File: src/rtl/mips_mem_pkg.sv
// Shared definitions for the single-port main-memory path: default widths,
// arbiter state encoding and access-owner encoding.
package mips_mem_pkg;

  localparam int ADDR_W_DEF = 32;
  localparam int DATA_W_DEF = 32;

  typedef enum logic [1:0] {
    IDLE  = 2'd0,
    ISSUE = 2'd1,
    WAIT  = 2'd2,
    RESP  = 2'd3
  } arb_state_e;

  typedef enum logic {
    OWN_IF = 1'b0,
    OWN_D  = 1'b1
  } owner_e;

  // Data wins a tie unless fetch has already been passed over the limit.
  function automatic owner_e arb_pick(input logic if_req, input logic d_req,
                                      input logic starved);
    if (d_req && !(if_req && starved)) return OWN_D;
    return OWN_IF;
  endfunction

endpackage

File: src/rtl/mem_port_arbiter.sv
// Shares one single-port memory between instruction fetch and load/store,
// one access at a time, with data priority and a fetch starvation guard.
module mem_port_arbiter
  import mips_mem_pkg::*;
#(
  parameter int ADDR_W       = ADDR_W_DEF,
  parameter int DATA_W       = DATA_W_DEF,
  parameter int MEM_LATENCY  = 1,
  parameter int STARVE_LIMIT = 4
) (
  input  logic              clk,
  input  logic              reset,
  input  logic              if_req,
  input  logic [ADDR_W-1:0] if_addr,
  output logic              if_ready,
  output logic [DATA_W-1:0] if_rdata,
  input  logic              d_req,
  input  logic              d_we,
  input  logic [ADDR_W-1:0] d_addr,
  input  logic [DATA_W-1:0] d_wdata,
  output logic              d_ready,
  output logic [DATA_W-1:0] d_rdata,
  output logic              mem_en,
  output logic              mem_we,
  output logic [ADDR_W-1:0] mem_addr,
  output logic [DATA_W-1:0] mem_wdata,
  input  logic [DATA_W-1:0] mem_rdata,
  output logic              busy
);

  localparam int LAT_W = (MEM_LATENCY > 1) ? $clog2(MEM_LATENCY + 1) : 1;
  localparam int SC_W  = (STARVE_LIMIT > 0) ? $clog2(STARVE_LIMIT + 1) : 1;
  localparam logic [LAT_W-1:0] LAT_INIT = LAT_W'(MEM_LATENCY);
  localparam logic [SC_W-1:0]  SC_MAX   = SC_W'(STARVE_LIMIT);

  arb_state_e        state_q, state_d;
  owner_e            owner_q, owner_d;
  logic [LAT_W-1:0]  lat_q, lat_d;
  logic [SC_W-1:0]   starve_q, starve_d;
  logic              mem_we_q, mem_we_d;
  logic [ADDR_W-1:0] mem_addr_q, mem_addr_d;
  logic [DATA_W-1:0] mem_wdata_q, mem_wdata_d;
  logic [DATA_W-1:0] if_rdata_q, if_rdata_d;
  logic [DATA_W-1:0] d_rdata_q, d_rdata_d;
  logic              starved;
  owner_e            pick;

  always_comb begin
    state_d     = state_q;
    owner_d     = owner_q;
    lat_d       = lat_q;
    starve_d    = starve_q;
    mem_we_d    = mem_we_q;
    mem_addr_d  = mem_addr_q;
    mem_wdata_d = mem_wdata_q;
    if_rdata_d  = if_rdata_q;
    d_rdata_d   = d_rdata_q;
    starved     = (STARVE_LIMIT != 0) && (starve_q == SC_MAX);
    pick        = arb_pick(if_req, d_req, starved);

    case (state_q)
      IDLE: begin
        if (if_req || d_req) begin
          owner_d = pick;
          state_d = ISSUE;
          if (pick == OWN_D) begin
            mem_we_d    = d_we;
            mem_addr_d  = d_addr;
            mem_wdata_d = d_wdata;
            // Only grants that actually make fetch wait count toward starvation.
            if (if_req && (starve_q != SC_MAX)) starve_d = starve_q + SC_W'(1);
          end else begin
            mem_we_d   = 1'b0;
            mem_addr_d = if_addr;
            starve_d   = '0;
          end
        end
      end
      ISSUE: begin
        state_d = WAIT;
        lat_d   = LAT_INIT;
      end
      WAIT: begin
        lat_d = lat_q - LAT_W'(1);
        if (lat_q == LAT_W'(1)) begin
          state_d = RESP;
          if (owner_q == OWN_IF)  if_rdata_d = mem_rdata;
          else if (!mem_we_q)     d_rdata_d  = mem_rdata;
        end
      end
      RESP:    state_d = IDLE;
      default: state_d = IDLE;
    endcase
  end

  always_ff @(posedge clk) begin
    if (reset) begin
      state_q     <= IDLE;
      owner_q     <= OWN_IF;
      lat_q       <= '0;
      starve_q    <= '0;
      mem_we_q    <= 1'b0;
      mem_addr_q  <= '0;
      mem_wdata_q <= '0;
      if_rdata_q  <= '0;
      d_rdata_q   <= '0;
    end else begin
      state_q     <= state_d;
      owner_q     <= owner_d;
      lat_q       <= lat_d;
      starve_q    <= starve_d;
      mem_we_q    <= mem_we_d;
      mem_addr_q  <= mem_addr_d;
      mem_wdata_q <= mem_wdata_d;
      if_rdata_q  <= if_rdata_d;
      d_rdata_q   <= d_rdata_d;
    end
  end

  assign mem_en    = (state_q == ISSUE);
  assign mem_we    = mem_en & mem_we_q;
  assign mem_addr  = mem_addr_q;
  assign mem_wdata = mem_wdata_q;
  assign if_ready  = (state_q == RESP) && (owner_q == OWN_IF);
  assign d_ready   = (state_q == RESP) && (owner_q == OWN_D);
  assign if_rdata  = if_rdata_q;
  assign d_rdata   = d_rdata_q;
  assign busy      = (state_q != IDLE);

endmodule

File: config.mk
export PLATFORM = sky130hd
export DESIGN_NAME = mem_port_arbiter
export DESIGN_NICKNAME = d
export VERILOG_FILES = /design/src/rtl/mips_mem_pkg.sv /design/src/rtl/mem_port_arbiter.sv
export SDC_FILE = /design/constraint.sdc
export NUM_CORES = 1
export LEC_CHECK = 0
export ABC_CLOCK_PERIOD_IN_PS = 3400
export CORE_MARGIN = 4
export CORE_UTILIZATION = 44
export CTS_CLUSTER_DIAMETER = 40
export DETAILED_ROUTE_END_ITERATION = 12
export PLACE_DENSITY = 0.82
export SYNTH_ARGS = -nofsm -noshare
export SYNTH_HDL_FRONTEND = slang
export SYNTH_SLANG_ARGS = --single-unit
File: constraint.sdc
create_clock -name clk -period 3.4 [get_ports clk]
set_input_delay 0.34 -clock clk [delete_from_list [all_inputs] [get_ports clk]]
set_output_delay 0.34 -clock clk [all_outputs]
set_load 0.02 [all_outputs]
After elaboration in Yosys (flattened, before gate mapping)
Index checks and enable logic that the tools add are counted.
{ "op_classes": {"eq_ne": 8, "n_addsub": 2, "reduce_logical": 16, "n_bitwise": 3, "n_mux": 11} }
{ "ops": {"columns": ["op", "n"], "rows": [
  ["$mux 32", 1],
  ["$reduce_and 3->1", 3],
  ["$pmux 2 s4", 1],
  ["$mux 3", 2],
  ["$logic_and 1x1->1", 5],
  ["$eq 2x2->1 const B", 2],
  ["$mux 1", 4],
  ["$mux 2", 2],
  ["$ne 2x2->1 const B", 2],
  ["$reduce_and 2->1", 2],
  ["$reduce_and 4->1", 1],
  ["$reduce_bool 2->1", 2],
  ["$add 3x1->3 const B", 1],
  ["$eq 3x3->1 const B", 1],
  ["$ne 3x3->1 const B", 1],
  ["$eq 2x1->1 const B", 1],
  ["$logic_not 2->1", 1],
  ["$ne 2x1->1 const B", 1],
  ["$not 1->1", 2],
  ["$pmux 1 s2", 1],
  ["$and 1x1->1", 1],
  ["$logic_not 1->1", 1],
  ["$logic_or 1x1->1", 1],
  ["$sub 1x1->1 const B", 1]
]} }
{ "totals": {"input_bits": 133, "out_inout_bits": 133, "reg_bits": 136, "word_cells": 49} }

Logic depth before layout (Yosys ltp)
Gate-level depths: netlist (run 1).
{ "depth": {"word_depth": 8, "mapped_depth": 8, "depth_no_buf": 5} }

Least setup slack after synthesis (run 1)
OpenSTA, ideal clock, no wires.
{ "synth_path": {"path_kind": "register to register", "from": "register state_q[0]", "to": "register mem_wdata_q[0] (netlist: mem_wdata[0])", "required_time_ns": 3.328, "setup_slack_ns": 1.828, "path_stages_with_launch": 8, "setup_ns": 0.072, "arrival_time_ns": 1.500, "path_buffers": 2, "synth_period_minus_slack_ns": 1.572, "cell_sequence": "dfxtp_1 > inv_1 > ha_1 > buf_2 > inv_1 > nor3_4 > buf_6 > mux2i_1"} }
{ "synth_between": {"elab_chain_len": 2} }
{ "synth_rtl": {"columns": ["element", "line", "text"], "rows": [
  ["start: declaration", "mem_port_arbiter.sv:36", "arb_state_e state_q, state_d;"],
  ["start signal: assignment", "mem_port_arbiter.sv:108", "state_q <= state_d;"],
  ["$logic_not 2->1", "mem_port_arbiter.sv:61", "case (state_q)"],
  ["$reduce_and 3->1 (no source line)", null, null],
  ["end signal: assignment", "mem_port_arbiter.sv:114", "mem_wdata_q <= mem_wdata_d;"],
  ["end: declaration", "mem_port_arbiter.sv:42", "logic [DATA_W-1:0] mem_wdata_q, mem_wdata_d;"]
]} }
No other way between the ends.
A chain may end at the register's enable or synchronous reset.

Worst setup path after layout (run 1)
{ "layout_path": {"from": "register state_q[1]", "to": "output busy"} }
{ "layout_between": {"elab_chain_len": 1} }
{ "layout_rtl": {"columns": ["element", "line", "text"], "rows": [
  ["$reduce_bool 2->1", "mem_port_arbiter.sv:128", "assign busy = (state_q != IDLE);"],
  ["end: declaration", "mem_port_arbiter.sv:28", "output logic busy"]
]} }
No other way between the ends.

==> results of run 1 <==
[cell type report]
| type | instances | area, um^2 |
|---|---|---|
| Sequential cell | 136 | 2720 |
| Clock buffer | 22 | 474 |
| Multi-Input combinational cell | 462 | 2570 |
| Fill cell | 935 | 3310 |
| Inverter | 6 | 22.5 |
| Clock inverter | 10 | 143 |
| Timing Repair Buffer | 277 | 2750 |
| Tap cell | 168 | 210 |
[cell families after synthesis]
family | count (synthesis)
multiplexers | 32
AO/OA/AOI/OAI | 140
AND/OR/NAND/NOR | 284
flip-flops | 136
adder cells (fa/ha/maj) | 6
buffers and inverters | 64
[power groups by stage]
stage | Combinational [mW] | Sequential [mW] | Clock, mW
2_1_floorplan | 0.804 | 2.36 | 0
3_3_place_gp | 1.92 | 2.06 | 0
5_1_grt | 2.13 | 2.08 | 1.98
4_1_cts | 2.00 | 2.05 | 1.92
3_5_place_dp | 1.99 | 2.07 | 0
6_report | 1.98 | 2.04 | 1.89
[sequential cells by signal (all words and copies together) (netlist names)]
register and count:
d_rdata 32, if_rdata 32, mem_addr 32, mem_wdata 32, starve_q 3, state_q 2
lat_q 1, mem_we_q 1, owner_q 1
[per-layer routing]
layer | vias up | GRT usage [%]
li1 | 2720 | -
met3 | 49 | 7.81
met4 | 0 | 11.0
met1 | 2575 | 26.7
met2 | 250 | 41.5
met5 | - | 0
[critical path, cell delays in order (launching register included)]
cell,delay (ps)
sky130_fd_sc_hd__dfxtp_1,380
sky130_fd_sc_hd__inv_1,80
sky130_fd_sc_hd__ha_1,290
sky130_fd_sc_hd__inv_1,160
sky130_fd_sc_hd__clkdlybuf4s50_1,660
[stage by stage]
stage,hold WS (ps),cells,setup slack (ps)
after floorplan,448,662,1830
after global placement,442,1049,1150
after detailed placement,445,1049,1050
after CTS,453,1081,1050
after global routing,471,1081,980
final,452,1081,1080
[path summary, 6_finish.rpt]
path	slack, ps	startpoint	end
worst min-delay path	450	d_rdata[12]	d_rdata[12]
worst max register to register	1320	starve_q[0]	mem_wdata[5]
worst max-delay path	1080	state_q[1]	busy
worst min register to register	450	d_rdata[12]	d_rdata[12]
[cell usage in the layout (no fill, tap or decap), types with 4 or more instances in the layout]
cell | netlist | layout
sky130_fd_sc_hd__clkbuf_16 | 0 | 17
sky130_fd_sc_hd__clkdlybuf4s50_1 | 0 | 264
sky130_fd_sc_hd__clkinvlp_4 | 0 | 4
sky130_fd_sc_hd__nand2b_1 | 64 | 64
sky130_fd_sc_hd__a311oi_1 | 32 | 32
sky130_fd_sc_hd__buf_4 | 0 | 12
sky130_fd_sc_hd__inv_1 | 6 | 6
sky130_fd_sc_hd__nor2_1 | 35 | 35
sky130_fd_sc_hd__a21oi_1 | 68 | 68
sky130_fd_sc_hd__nand2_1 | 132 | 132
sky130_fd_sc_hd__mux2i_1 | 32 | 32
sky130_fd_sc_hd__nand3_1 | 34 | 34
sky130_fd_sc_hd__ha_1 | 6 | 6
sky130_fd_sc_hd__dfxtp_1 | 136 | 136
sky130_fd_sc_hd__o21ai_0 | 35 | 35
==> results.cfg, run 1 <==
[outcome]
result_of_the_run = completed

[logic_synthesis]
synth_top_area_cell = sky130_fd_sc_hd__dfxtp_1
postSynth.topFlopCell = sky130_fd_sc_hd__dfxtp_1
yosys.cell_count.top_type = sky130_fd_sc_hd__dfxtp_1
synthArstFlopShare_pct = 0
synthMuxAreaShare_pct = 5.73
seq_cells_post_synth = 136
synth_top_cells_by_count = sky130_fd_sc_hd__dfxtp_1, sky130_fd_sc_hd__nand2_1, sky130_fd_sc_hd__a21oi_1
synthSimpleGateAreaFrac_pct = 24.0
mapped_cell_area_mm2 = 0.00559
synth_edf_count = 0
yosys.area_share.adder_pct = 1.34
syn-mean-instance-area_um2 = 8.44
synthesis.nets = 801
dominant_combinational_cell_family_by_area_after_synthesis = simple AND/OR/NAND/NOR gates
synth-compound-area-share_pct = 15.0
ys.warnings.count = 0
syn-instance-count = 662
synthXorXnorAreaFrac_pct = 0
synthTopCellsByArea = sky130_fd_sc_hd__dfxtp_1, sky130_fd_sc_hd__nand2_1, sky130_fd_sc_hd__nand2b_1
yosysSeqAreaShare_pct = 48.7
synth_top_area_share_pct = 48.7
ys_types = 29

[timing]
finalClockSkew_ps = 7.74
rsz_0062_raised_after_global_routing = no
report.final.hold_viol_count = 0
fin_tns_setup_ps = 0
max-slew-margin-rel_pct = 32.3
period_utilisation_layout_pct = 68.2
setup-violations-final = 0
clock.fmax_mhz = 431
fin_crit_ps = 2320
final_max_slew_viol_count = 0
worst_slew_pin_slew_ps = 1020

[placement]
placed_cell_area_mm2 = 0.00828
hpwlAfterDp_mm = 12.9
io_buffers = 265
gp_congestion = 0.825

[power_and_ir_drop]
worst_ir_drop_vdd_mv = 0.384
power.net_switching_mw = 1.89
leakagePower_nw = 3.17
post-layout-total-power_mw = 5.92
power_per_cell_area_mw_per_mm2 = 665
sw_frac_of_total_pct = 31.9
p_seq_share_pct = 34.6
power_frac_comb_pct = 33.5
power.share.clock_pct = 31.9
cellInternalPower_mw = 4.03

[clock_network]
clk_pin_slew_worst_paths_ps = 50
clk-insertion-delay-late_ps = 410
clock_path_buffers = 2
cts_resized = 0
clock_tree.root_cell = sky130_fd_sc_hd__clkbuf_16
clock-sinks = 136
cts-buffers-inserted = 17
cts_hold_repair.buffers = 0
cts_tree = yes
cts_htree_levels = 4
cts_post_setup_buffers_inserted = 0

[routing]
routed-wl-met2_mm = 9.06
initial_drt_pass_iterations = 5
remaining_drc_errors = 0
top_layer = met4
route.detailed.vias_per_inst = 5.17
antenna_violating_nets_post_route = 0
finalWirelength_mm = 17.8
detailedRoute.firstIterationViolations = 476
detail_route.wirelength.met1_mm = 6.74
met3_wirelength_mm = 1.37
wire_per_inst_um = 16.4
route.vias.total = 5594

[min_path]
worstHoldPathType = reg -> reg
hold_depth = 2

[grt]
global_route_wire_length_before_repair_mm = 28.0
antenna_found_initial = 0
grt.overflow.total = 0
global_route.usage.total_pct = 24.0
grt_pass1_vias = 5497
grt_max_degree = 124

[cells_and_area]
final_area_mm2 = 0.00890
ant_cells = 0
final_nets = 1039
area_growth_pct = 59.3
share_of_the_core_filled_with_cells_in_the_final_layout_pct = 72.9
drive_above_1_share_pct = 5.04

[run]
cap_viol_max_count = 0

[critical_path]
crit_fanout = 9
timing.critical_path.from_type = flip-flop
timing.setup.critical_path_class = reg -> out
data_required_time_of_the_worst_path_ps = 3060
arrival_ps = 1980
critPathCaptureType = primary output
reg2regPathDepth = 6

[floorplan]
die_y_um = 121
io_pins = 266
row_count = 40
fp.coreArea_mm2 = 0.0122
floorplan.initialDensity_pct = 45.7
die_area_mm2 = 0.0146
die_w_um = 121
Note: power is estimated with default switching activity, not from simulation.
==> run 2, diff against run 1 <==
--- a/config.mk
+++ b/config.mk
@@ -5,12 +5,12 @@
 export SDC_FILE = /design/constraint.sdc
 export NUM_CORES = 1
 export LEC_CHECK = 0
-export ABC_CLOCK_PERIOD_IN_PS = 3400
+export ABC_CLOCK_PERIOD_IN_PS = 1900
 export CORE_MARGIN = 4
-export CORE_UTILIZATION = 44
+export CORE_UTILIZATION = 37
 export CTS_CLUSTER_DIAMETER = 40
 export DETAILED_ROUTE_END_ITERATION = 12
-export PLACE_DENSITY = 0.82
+export PLACE_DENSITY = 0.74
 export SYNTH_ARGS = -nofsm -noshare
 export SYNTH_HDL_FRONTEND = slang
 export SYNTH_SLANG_ARGS = --single-unit
==> constraint.sdc (replaced) <==
create_clock -name clk -period 1.9 [get_ports clk]
set_input_delay 0.19 -clock clk [delete_from_list [all_inputs] [get_ports clk]]
set_output_delay 0.19 -clock clk [all_outputs]
set_load 0.02 [all_outputs]
==> results.cfg, run 2 (same netlist as run 1, synthesis figures left out) <==
[clock_network]
clock-sinks = 136
clk_pin_slew_worst_paths_ps = 60
clock_tree.root_cell = sky130_fd_sc_hd__clkbuf_16
cts_htree_levels = 4
clk-insertion-delay-late_ps = 410
cts-buffers-inserted = 17
clock_path_buffers = 2
cts_tree = yes
cts_hold_repair.buffers = 0

[routing]
antenna_violating_nets_post_route = 0
route.vias.total = 5431
wire_per_inst_um = 15.4
detailedRoute.firstIterationViolations = 400
remaining_drc_errors = 0
initial_drt_pass_iterations = 4
route.detailed.vias_per_inst = 4.92
finalWirelength_mm = 17.0

[power_and_ir_drop]
cellInternalPower_mw = 7.28
power.share.clock_pct = 31.8
power_per_cell_area_mw_per_mm2 = 1170
leakagePower_nw = 3.27
worst_ir_drop_vdd_mv = 0.615
power.net_switching_mw = 3.31
sw_frac_of_total_pct = 31.3
p_seq_share_pct = 34.4
power_frac_comb_pct = 33.8
post-layout-total-power_mw = 10.6

[grt]
global_route_wire_length_before_repair_mm = 26.3
grt_max_degree = 71
grt_pass1_vias = 5180
grt.overflow.total = 0
antenna_found_initial = 0
global_route.usage.total_pct = 19.3

[timing]
post-route-worst-setup-slack_ps = 160
period_utilisation_layout_pct = 91.6
rsz_0062_raised_after_global_routing = no
fin_crit_ps = 1740
setup-violations-final = 0
worst_slew_pin_slew_ps = 426
finalClockSkew_ps = 5.87
clock.fmax_mhz = 575
final_max_slew_viol_count = 0
max-slew-margin-rel_pct = 71.5
report.final.hold_viol_count = 0
fin_tns_setup_ps = 0

[critical_path]
r2r-end = mem_wdata[23]
reg2regPathDepth = 6
data_required_time_of_the_worst_path_ps = 1710
r2r_start = starve_q[0]
arrival_ps = 1550
critPathCaptureType = primary output
timing.setup.critical_path_class = reg -> out
crit_start = state_q[1]
setup.reg_to_reg.worst_slack_ps = 250
crit_fanout = 4
timing.critical_path.from_type = flip-flop

[placement]
io_buffers = 265
gp_congestion = 0.782
placed_cells_incl_taps = 1072
hpwlAfterDp_mm = 12.0
place_ws_ps = 135

[outcome]
result_of_the_run = completed

[floorplan]
floorplan.initialDensity_pct = 38.1
fp.coreArea_mm2 = 0.0146
die_w_um = 131
io_pins = 266
die_area_mm2 = 0.0171
die_y_um = 131
row_count = 44

[cells_and_area]
share_of_the_core_filled_with_cells_in_the_final_layout_pct = 61.7
ant_cells = 0
final_nets = 1046
final_common_cell = sky130_fd_sc_hd__clkdlybuf4s50_1
area_growth_pct = 61.7
drive_above_1_share_pct = 5.76
mostFrequentLayoutCells = sky130_fd_sc_hd__clkdlybuf4s50_1, sky130_fd_sc_hd__dfxtp_1, sky130_fd_sc_hd__nand2_1, sky130_fd_sc_hd__a21oi_1, sky130_fd_sc_hd__nand2b_1
cell_count_final_fillers_out = 1104

[run]
cap_viol_max_count = 0

[min_path]
hold_endpoint = mem_wdata[1]
worst_hold_path_startpoint = reset
worstHoldPathType = in -> reg
hold_depth = 3
==> run 2: changes by cell type in the layout (fill, tap and decap cells not counted), sizes merged <==
cell | before | now
buf | 13 | 20
clkdlybuf4s50 | 264 | 259
clkbuf | 22 | 25
clkinvlp | 4 | 1
dlygate4sd2 | 0 | 3
clkinv | 2 | 4
dlymetal6s2s | 0 | 1
inv | 7 | 6
==> run 2: cell type report <==
class	instances	area, um^2
fillers	1283	5610
flip-flops and latches	136	2720
clock inverters	8	118
inverters	6	22.5
well taps	184	230
multi-input cells	462	2570
clock buffers	24	492
repair buffers	284	2870
==> run 2: worst max-delay path, cell delays in order (launching register included) <==
cell	delay [ps]
sky130_fd_sc_hd__dfxtp_1	380
sky130_fd_sc_hd__inv_1	80
sky130_fd_sc_hd__ha_1	200
sky130_fd_sc_hd__and2_1	150
sky130_fd_sc_hd__dlygate4sd2_1	330
==> run 2: worst max path at each step <==
stage	end	slack [ps]	depth (start not counted)
3_3_place_gp	mem_addr[14]	180	5
6_report	mem_we	160	4
2_1_floorplan	mem_wdata[0]	330	7
4_1_cts	mem_en	40	3
5_1_grt	mem_we	60	4
3_5_place_dp	mem_addr[22]	140	5
==> run 2: through the flow <==
stage / cell area (um^2) / hold slack [ps]
4_1_cts: 9030 / 284
3_3_place_gp: 8430 / 441
6_report: 9030 / 288
5_1_grt: 9030 / 314
2_1_floorplan: 5590 / 326
3_5_place_dp: 8430 / 446
==> run 2: per-layer routing <==
layer  up-vias  wire length (um)  share of wire (%)  GRT usage [%]
met5         -                 0                  0              0
met3        26              1390                8.2           7.36
met4         0               358                2.1           6.17
met1      2459              6990                 41           22.9
met2       213              8310                 49           32.5
li1       2733                 -                  -              -
==> run 2: repair_timing <==
item / CTS / global route
resized for setup: 4 / 3
setup endpoints to repair: 4 / 2
setup buffers: 0 / 0
endpoints found under the hold margin: 0 / 0
pin swaps: 0 / 0
==> run 2: power groups by stage <==
| stage | logic (mW) | registers, mW | clock network (mW) |
|---|---|---|---|
| after floorplan | 1.44 | 4.23 | 0 |
| after global placement | 3.61 | 3.68 | 0 |
| after detailed placement | 3.63 | 3.69 | 0 |
| after CTS | 3.63 | 3.64 | 3.44 |
| after global routing | 3.89 | 3.70 | 3.56 |
| final | 3.58 | 3.64 | 3.37 |
